==> config.mk <==
export PLATFORM = sky130hd
export DESIGN_NAME = mesi_mem_responder
export DESIGN_NICKNAME = d
export VERILOG_FILES = /design/src/rtl/mesi_mem_responder.sv
export SDC_FILE = /design/constraint.sdc
export NUM_CORES = 1
export LEC_CHECK = 0
export CAP_MARGIN = 40
export CORE_ASPECT_RATIO = 0.7
export CORE_MARGIN = 10
export CORE_UTILIZATION = 64
export DETAILED_ROUTE_END_ITERATION = 16
export PLACE_DENSITY = 0.93
export RECOVER_POWER = 100
export REMOVE_ABC_BUFFERS = 1
export SYNTH_ARGS = -nofsm -noshare
export SYNTH_HDL_FRONTEND = slang
export SYNTH_SLANG_ARGS = --single-unit
==> constraint.sdc <==
create_clock -name clk -period 6.6 [get_ports clk]
set_input_delay 0.66 -clock clk [delete_from_list [all_inputs] [get_ports clk]]
set_output_delay 0.66 -clock clk [all_outputs]
set_load 0.05 [all_outputs]
==> src/rtl/mesi_mem_responder.sv <==
// Shared backing-store responder for N MESI cache controllers: round-robin
// grant, fixed LAT-cycle access, one-cycle mem_ack pulse to the served cache.
module mesi_mem_responder #(
  parameter int N      = 2,
  parameter int DATA_W = 32,
  parameter int DEPTH  = 16,
  parameter int LAT    = 3
) (
  input  logic              clk,
  input  logic              rst,
  input  logic [N-1:0]      mem_read,
  input  logic [N-1:0]      mem_write,
  input  logic [31:0]       addr  [N],
  input  logic [DATA_W-1:0] wdata [N],
  output logic [N-1:0]      mem_ack,
  output logic [DATA_W-1:0] rdata,
  output logic              busy,
  output logic [1:0]        state_dbg
);

  localparam int AW  = $clog2(DEPTH);
  localparam int IDW = (N > 1) ? $clog2(N) : 1;
  localparam int CW  = (LAT > 1) ? $clog2(LAT) : 1;

  // Handshake: a cache holds mem_read/mem_write (level) until it sees its
  // mem_ack bit for one cycle, then drops the request the following cycle.
  typedef enum logic [1:0] {
    IDLE   = 2'd0,
    ACCESS = 2'd1,
    RESP   = 2'd2
  } state_t;

  state_t            state;
  logic [IDW-1:0]    rr_ptr;
  logic [IDW-1:0]    id_q;
  logic              op_wr_q;
  logic [AW-1:0]     idx_q;
  logic [DATA_W-1:0] wdata_q;
  logic [CW-1:0]     cnt;
  logic [DATA_W-1:0] mem [DEPTH];

  logic [N-1:0]      req;
  logic              gnt_found;
  logic [IDW-1:0]    gnt_id;
  int                j;

  assign req       = mem_read | mem_write;
  assign state_dbg = state;

  // Walk offsets from the far end down so the requester closest to rr_ptr wins.
  always_comb begin
    gnt_found = 1'b0;
    gnt_id    = '0;
    j         = 0;
    for (int k = N - 1; k >= 0; k--) begin
      j = int'(rr_ptr) + k;
      if (j >= N) j = j - N;
      if (req[j]) begin
        gnt_found = 1'b1;
        gnt_id    = IDW'(j);
      end
    end
  end

  always_ff @(posedge clk) begin
    if (rst) begin
      state   <= IDLE;
      rr_ptr  <= '0;
      id_q    <= '0;
      op_wr_q <= 1'b0;
      idx_q   <= '0;
      wdata_q <= '0;
      cnt     <= '0;
      mem_ack <= '0;
      rdata   <= '0;
      busy    <= 1'b0;
      for (int i = 0; i < DEPTH; i++) mem[i] <= '0;
    end else begin
      case (state)
        IDLE: begin
          mem_ack <= '0;
          if (gnt_found) begin
            id_q    <= gnt_id;
            op_wr_q <= mem_write[gnt_id];
            idx_q   <= addr[gnt_id][AW+1:2];
            wdata_q <= wdata[gnt_id];
            cnt     <= CW'(LAT - 1);
            busy    <= 1'b1;
            state   <= ACCESS;
          end
        end
        ACCESS: begin
          if (cnt == '0) begin
            mem_ack       <= '0;
            mem_ack[id_q] <= 1'b1;
            if (!op_wr_q) rdata <= mem[idx_q];
            state <= RESP;
          end else begin
            cnt <= cnt - CW'(1);
          end
        end
        RESP: begin
          if (op_wr_q) mem[idx_q] <= wdata_q;
          mem_ack <= '0;
          busy    <= 1'b0;
          rr_ptr  <= (id_q == IDW'(N - 1)) ? '0 : id_q + IDW'(1);
          state   <= IDLE;
        end
        default: begin
          state   <= IDLE;
          mem_ack <= '0;
          busy    <= 1'b0;
        end
      endcase
    end
  end

endmodule

Yosys cells after proc, flatten, opt, wreduce, memory -nomap -nowiden
Memories as Yosys holds them, arrays and structs flattened. A register that Yosys moved wholly into a read port is not among the register bits.
Cells that the tools add are included.
{ "classes": {"addsub": 5, "multipliers": 0, "n_div": 0, "n_lt_le_gt_ge": 8, "n_eq_ne": 5, "shifts": 0, "muxes": 40, "bitwise_logic": 4, "reduce_logical": 11} }
{ "ops": {"columns": ["op", "count"], "rows": [
  ["32-bit two-way mux", 6],
  ["32-bit by 3-bit < comparator with 1-bit output, second input constant", 2],
  ["32-bit OR reduction", 1],
  ["1-bit two-way mux", 22],
  ["6-bit two-way mux", 3],
  ["2-bit two-way mux", 4],
  ["2-bit one-hot mux with 2 select lines", 2],
  ["2-bit inequality test, second input constant", 3],
  ["2-bit AND reduction", 3],
  ["3-bit AND reduction", 2],
  ["2-bit >= comparator, second input constant", 2],
  ["2-bit logical NOT", 2],
  ["1-bit by 2-bit < comparator with 1-bit output, second input constant", 2],
  ["4-bit two-way mux", 1],
  ["1-bit by 2-bit subtractor with 3-bit output, second input constant", 1],
  ["2-bit by 2-bit subtractor with 3-bit output, second input constant", 1],
  ["1-bit by 1-bit adder with 2-bit output, second input constant", 1],
  ["2-bit by 1-bit == test with 1-bit output, second input constant", 1],
  ["2-bit == test, second input constant", 1],
  ["1-bit by 2-bit >= comparator with 1-bit output, second input constant", 1],
  ["1-bit NOT", 2],
  ["1-bit NOT with 2-bit output", 1],
  ["2-bit bitwise OR", 1],
  ["1-bit one-hot mux with 2 select lines", 1],
  ["7 further kinds", 7]
]} }
{ "word_totals": {"reg_bits": 46, "latch_bits": 0, "ramBits": 512, "rom_bits": 0, "input_bits": 134, "output_inout_bits": 37, "wordCells": 83, "n_memories": 1} }
{ "mem_list": {"columns": ["name", "words", "word_bits", "read_ports", "rd_ports_with_merged_regs", "wr", "line_no", "text"], "rows": [
  ["mem", 16, 32, 1, 1, 16, "40", "logic [DATA_W-1:0] mem [DEPTH];"]
]} }

Longest topological paths before layout
Gate-level depths: netlist of run 1.
{ "depth": {"word_depth": 12, "depth_mapped": 7, "mapped_depth_nobuf": 6} }

Least setup slack after synthesis of run 1
No wires, ideal clock.
{ "synth_timing": {"kind": "reg2reg", "start": "reg state[1], in the netlist state_dbg[1]", "end": "mem mem[6][0] (enable)", "setup_ps": 466, "arrival_time_ps": 3552, "t_required_ps": 6134, "setup_slack_ps": 2583, "stages_incl_launch_ff": 4, "n_path_buf": 0, "synth_period_minus_slack_ps": 4017, "cell_sequence": "dfxtp_1 > and4bb_4 > nand3b_4 > o21ai_0"} }
{ "synth_rtl": {"columns": ["item", "line_no", "text"], "rows": [
  ["start, declared", "33", "state_t state;"],
  ["start signal, assigned", "67", "state <= IDLE;"],
  ["start signal, assigned", "89", "state <= ACCESS;"],
  ["start signal, assigned", "97", "state <= RESP;"],
  ["end, declared", "40", null]
]} }

==> impl_metrics.env, run 1 <==
export IMPL_dp_slack_ps=3120
export IMPL_die_area_mm2=0.0496
export IMPL_rr_worst_depth=6
export IMPL_switching_power_mw=2.29
export IMPL_post_drt_wl_per_cell_um=28.8
export IMPL_postSynthCellCount=1912
export IMPL_intPower_mw=6.45
export IMPL_cts_resized=0
export IMPL_postCtsSetupRepairBufs=0
export IMPL_antenna_found_initial=3
export IMPL_grt_max_degree=65
export IMPL_gr_usage_all_layers_pct=29.1
export IMPL_drive_above_1_share_pct=8.02
export IMPL_highest_layer="met4"
export IMPL_cap_violations=20
export IMPL_relSlewSlack_pct=-136
export IMPL_violations="capacitance limit, slew limit"
export IMPL_ys_warnings_count=0
export IMPL_cp_start_kind="flop"
export IMPL_numCtsBuffers=52
export IMPL_overflow=0
export IMPL_finalNetCount=2101
export IMPL_reg2reg_setup_slack_ps=1530
export IMPL_setup_viol=0
export IMPL_area_delta_synth_final_pct=12.3
export IMPL_fillCellCount=2269
export IMPL_grt_pass1_wl_um=108000
export IMPL_io_pins=171
export IMPL_worst_pin_slew_ps=3540
export IMPL_totalPowerFinal_mw=8.74
export IMPL_r2r_end="mem[3][18]"
export IMPL_htreeDepth=2
export IMPL_p_leak_nw=10.4
export IMPL_tritoncts="yes"
export IMPL_hold_ws_ps=548
export IMPL_worstPathRequired_ps=6880
export IMPL_fp_dieH_um=189
export IMPL_synth_seq_cells=590
export IMPL_dr_pass1_iters=6
export IMPL_ir_drop_mv=0.242
export IMPL_ys_types=41
export IMPL_io_buffers=114
export IMPL_core_mm2=0.0401
export IMPL_wl_met2_um=34600
export IMPL_yosysTopAreaCellShare_pct=58.6
export IMPL_whs_endpoint="mem_ack[1]"
export IMPL_setup_tns_final_ps=0
export IMPL_p_sw_share_pct=26.3
export IMPL_register_area_mm2=0.0169
export IMPL_worstHoldStart="mem_ack[1]"
export IMPL_p_seq_share_pct=51.0
export IMPL_wl_um=73200
export IMPL_cts_hold_buf=0
export IMPL_endpoint_kind="flop"
export IMPL_dr_wl_met3_um=9660
export IMPL_multiInputGateArea_mm2=0.00852
export IMPL_critical_path_peak_fanout=33
export IMPL_min_path_type="reg -> reg"
export IMPL_critical_path_class="reg -> reg"
export IMPL_wl_met1_um=25400
export IMPL_hold_violations=0
export IMPL_gp_congestion=0.808
export IMPL_fmax_ghz=0.197
export IMPL_status="finished, violations left"
export IMPL_slew_violations=590
export IMPL_synth_seq_area_share_pct=64.6
export IMPL_grt_pass1_vias=17800
export IMPL_dp_hpwl_um=41300
export IMPL_cts_sinks=590
export IMPL_dieWidth_um=262
export IMPL_cts_buffer_depth=3
export IMPL_finalCritPeriodShare_pct=76.9
export IMPL_hold_depth=2
export IMPL_viasPerCell=6.72
export IMPL_synth_area_leaders="edfxtp_1 59%, and2_1 12%, mux2i_1 8.8%, dfxtp_1 6.0%, mux4_2 2.7%"
export IMPL_clk_pin_slew_ps=70
export IMPL_drc_errors=0
export IMPL_antenna_left=0
export IMPL_arrival_ps=5350
export IMPL_fin_skew_ps=36.2
export IMPL_dr_first_iter_drc_count=2419
export IMPL_rows=61
export IMPL_netlist_area_mm2=0.0262
export IMPL_setup_ws_ps=1530
export IMPL_rsz0062_at_grt="no"
export IMPL_clk_latency_ps=610
export IMPL_r2r_start="idx_q[0]"
export IMPL_yosysTopAreaCell="edfxtp_1"
export IMPL_avgSynthCellArea_um2=13.7
export IMPL_comb_power_share_pct=12.3
export IMPL_fin_crit_ps=5070
export IMPL_clkPwrFrac_pct=36.7
export IMPL_initial_core_util_pct=65.4
export IMPL_powerDensity_mw_per_mm2=297
export IMPL_vias=17100
export IMPL_ctsRootBufferMaster="clkbuf_16"
[kinds of logic after synthesis]
group / Yosys count / synth area share, %
mux: 263 / 11.6
buf+inv: 173 / 3.14
flops: 590 / 64.6
compound gates: 249 / 6.05
simple gates: 636 / 14.6
fa+ha+maj: 1 / 0.0477
[cell usage after synthesis (all sizes together)]
cell / count
and2: 513
nor4: 1
nor2b: 1
or2: 4
inv: 6
a31oi: 32
nor2: 91
or3b: 1
clkbuf: 122
nand2b: 2
a211o: 1
nor4b: 1
nand3b: 3
mux2i: 230
or3: 3
and3: 1
dfxtp: 78
o22ai: 65
nand3: 2
mux2: 1
nand2: 7
a221oi: 33
mux4: 32
o21ai: 77
edfxtp: 512
nor3: 5
buf: 45
ha: 1
a21oi: 5
a211oi: 36
and4bb: 1
[worst max-delay path: stages (launching register included)]
cell      delay, ps
dfxtp_1         860
and2_0          300
nand2_1         280
nor3_1          310
clkbuf_1       1450
or2_0          1230
buf_16          280
[worst max-delay path by stage]
stage	startpoint	endpoint	slack (ps)	depth (start not counted)
after floorplan	idx_q[1]	mem[5][0]	-3590	3
after global placement	rst	mem[3][9]	3050	7
after detailed placement	rst	mem[3][9]	3120	8
after CTS	idx_q[2]	rdata[12]	3290	7
after global routing	idx_q[0]	mem[3][18]	1590	6
final	idx_q[0]	mem[3][18]	1530	6
[per-layer routing]
layer / vias up / global-route usage [%]
met5: - / 0
met3: 290 / 7.31
met4: 0 / 14.0
met2: 1367 / 47.0
met1: 8349 / 36.2
li1: 7085 / -
[registers in the layout, indices dropped and copies added, names as in the netlist, 2 cells and up]
register and flops:
idx_q 4, rdata 32, wdata_q 32, mem_ack 2, state_dbg 2, mem 512, cnt 2
[power groups by stage]
| stage | Clock [mW] | Sequential (mW) | Combinational [mW] |
|---|---|---|---|
| 6_report | 3.21 | 4.45 | 1.08 |
| 5_1_grt | 3.35 | 4.47 | 1.12 |
| 4_1_cts | 3.20 | 4.44 | 1.08 |
| 3_5_place_dp | 0 | 4.52 | 1.06 |
| 3_3_place_gp | 0 | 4.49 | 1.00 |
| 2_1_floorplan | 0 | 4.61 | 0.598 |
[through the flow]
stage / utilization, % / area (um^2) / instances
2_1_floorplan: - / 25400 / 1745
4_1_cts: 74.5 / 29800 / 2541
6_report: 73.5 / 29400 / 2544
5_1_grt: 73.5 / 29400 / 2543
3_3_place_gp: 69.2 / 27700 / 2431
3_5_place_dp: 70.1 / 28100 / 2445
[cell type report]
cell class                      instances  share of cell area, %
Timing Repair Buffer                  167                   5.17
Antenna cell                            1                0.00850
Sequential cell                       590                   57.5
Clock inverter                         29                   1.19
Multi-Input combinational cell       1149                   28.9
Inverter                                6                 0.0765
Clock buffer                           67                   4.82
Tap cell                              535                   2.27
[cell usage in the layout (no fill, tap or decap), types with 3 or more instances in the layout]
cell / count
bufinv_16: 8
buf_16: 3
and2_0: 366
mux2i_1: 230
nand2_1: 7
clkinv_2: 14
or3_1: 3
clkbuf_8: 4
a211oi_1: 36
mux4_2: 32
clkbuf_16: 53
buf_4: 28
and2_1: 147
a21oi_1: 5
o21ai_0: 67
o21ai_4: 10
nor2_1: 90
nand3b_1: 3
clkbuf_1: 31
inv_1: 6
dfxtp_1: 76
or2_0: 4
edfxtp_1: 512
nor3_1: 5
o22ai_1: 64
dlygate4sd3_1: 38
a221oi_1: 33
a31oi_1: 32
clkinv_1: 6
clkdlybuf4s50_1: 75
No activity file was read; power rests on OpenSTA's default activity.
==> inputs of run 2 (changes only) <==
Settings changed: CORE_UTILIZATION 64 to 59, PLACE_DENSITY 0.93 to 0.88.
Clock period 6.6 ns to 4.8 ns, I/O delays scaled along.
==> impl_metrics.env, run 2 (synthesis gave the netlist of run 1 again) <==
export IMPL_hold_violations=0
export IMPL_io_pins=171
export IMPL_setup_tns_final_ps=0
export IMPL_finalNetCount=2109
export IMPL_tritoncts="yes"
export IMPL_largest_reg_flops=512
export IMPL_core_mm2=0.0438
export IMPL_antenna_left=0
export IMPL_ir_drop_mv=0.272
export IMPL_register_area_mm2=0.0169
export IMPL_fmax_ghz=0.244
export IMPL_area_delta_synth_final_pct=14.1
export IMPL_stdcell_count=2615
export IMPL_critical_path_peak_fanout=23
export IMPL_gp_congestion=0.826
export IMPL_dr_wl_met3_um=8700
export IMPL_cts_resized=0
export IMPL_setup_viol=0
export IMPL_fin_skew_ps=21.1
export IMPL_final_common_cell="edfxtp_1"
export IMPL_viasPerCell=6.44
export IMPL_layout_common_cells="512 x edfxtp_1, 262 x and2_0, 251 x and2_1"
export IMPL_min_path_type="in -> reg"
export IMPL_die_area_mm2=0.0534
export IMPL_dr_pass1_iters=6
export IMPL_cap_violations=7
export IMPL_ctsRootBufferMaster="clkbuf_16"
export IMPL_worstPathRequired_ps=4960
export IMPL_rsz0062_at_grt="no"
export IMPL_fillCellCount=2839
export IMPL_violations="capacitance limit, slew limit"
export IMPL_io_buffers=114
export IMPL_setup_ws_ps=707
export IMPL_powerDensity_mw_per_mm2=406
export IMPL_critical_path_class="in -> reg"
export IMPL_overflow=0
export IMPL_dieWidth_um=272
export IMPL_gr_usage_all_layers_pct=26.0
export IMPL_worst_pin_slew_ps=2290
export IMPL_fp_dieH_um=196
export IMPL_numCtsBuffers=53
export IMPL_wl_met2_um=33400
export IMPL_multiInputGateArea_mm2=0.00857
export IMPL_wl_met1_um=25800
export IMPL_dp_hpwl_um=42400
export IMPL_initial_core_util_pct=59.9
export IMPL_cp_start_kind="primary input"
export IMPL_p_leak_nw=10.7
export IMPL_slew_violations=185
export IMPL_post_drt_wl_per_cell_um=27.0
export IMPL_wl_um=70600
export IMPL_grt_pass1_vias=17300
export IMPL_vias=16900
export IMPL_fin_crit_ps=4090
export IMPL_largest_registers="mem (512), rdata (32), wdata_q (32)"
export IMPL_clk_pin_slew_ps=60
export IMPL_finalCritPeriodShare_pct=85.3
export IMPL_place_inst=2512
export IMPL_dr_first_iter_drc_count=2347
export IMPL_post_route_util_pct=68.3
export IMPL_status="finished, violations left"
export IMPL_endpoint_kind="flop"
export IMPL_cts_hold_buf=0
export IMPL_clk_latency_ps=600
export IMPL_postCtsSetupRepairBufs=0
export IMPL_grt_pass1_wl_um=105000
export IMPL_drc_errors=0
export IMPL_drive_above_1_share_pct=9.11
export IMPL_htreeDepth=2
export IMPL_antenna_found_initial=2
export IMPL_grt_max_degree=65
export IMPL_rows=64
export IMPL_cts_sinks=590
export IMPL_dp_slack_ps=1610
export IMPL_highest_layer="met4"
export IMPL_arrival_ps=4250
export IMPL_relSlewSlack_pct=-52.5
export IMPL_cts_buffer_depth=3
export IMPL_largest_register="mem"
==> run 2: routing by layer <==
layer | up-vias | track usage, %
met5 | - | 0
met4 | 0 | 10.7
met3 | 214 | 5.95
met1 | 8353 | 33.8
li1 | 7106 | -
met2 | 1179 | 41.9
==> run 2: critical path: stages <==
cell and delay, ps:
buf_2 220, inv_1 520, clkbuf_1 1690, o21ai_4 610, clkbuf_2 690
==> run 2: cell type report <==
cell class | instances | share of cell area, %
sequential | 590 | 56.6
multi-input combinational | 1149 | 28.6
timing repair buffer | 174 | 5.85
clock buffer | 68 | 4.93
tap | 594 | 2.48
clock inverter | 32 | 1.38
inverter | 6 | 0.0753
antenna | 2 | 0.0167
==> run 2: worst paths after layout <==
kind | startpoint | end | slack, ps | depth (start not counted)
worst max register to register | idx_q[0] | mem[7][23] | 720 | 6
worst max-delay path | rst | mem[9][18] | 710 | 5
worst min register to register | busy | busy | 520 | 2
worst min-delay path | rst | state_dbg[0] | 280 | 2
==> run 2: per-stage QoR <==
stage                     instance area [um^2]  hold slack [ps]  power, mW
after floorplan                          25400              472       7.16
after global placement                   27800              479       7.57
after detailed placement                 28200              507       7.67
after CTS                                30100              254       12.2
after global routing                     29900              291       12.5
final                                    29900              277       12.2
==> run 2: power by group <==
part           switching (mW)  leakage, nW  internal [mW]  total, mW
clock                    1.86        0.929           2.71       4.57
combinational           0.921         3.79          0.550       1.47
sequential              0.313         5.93           5.80       6.11
==> inputs of run 3 (changes only) <==
Settings changed: TNS_END_PERCENT set to 5.
==> results of run 3 <==
Same layout as run 2: the final DEF is identical, and so are final timing and power.
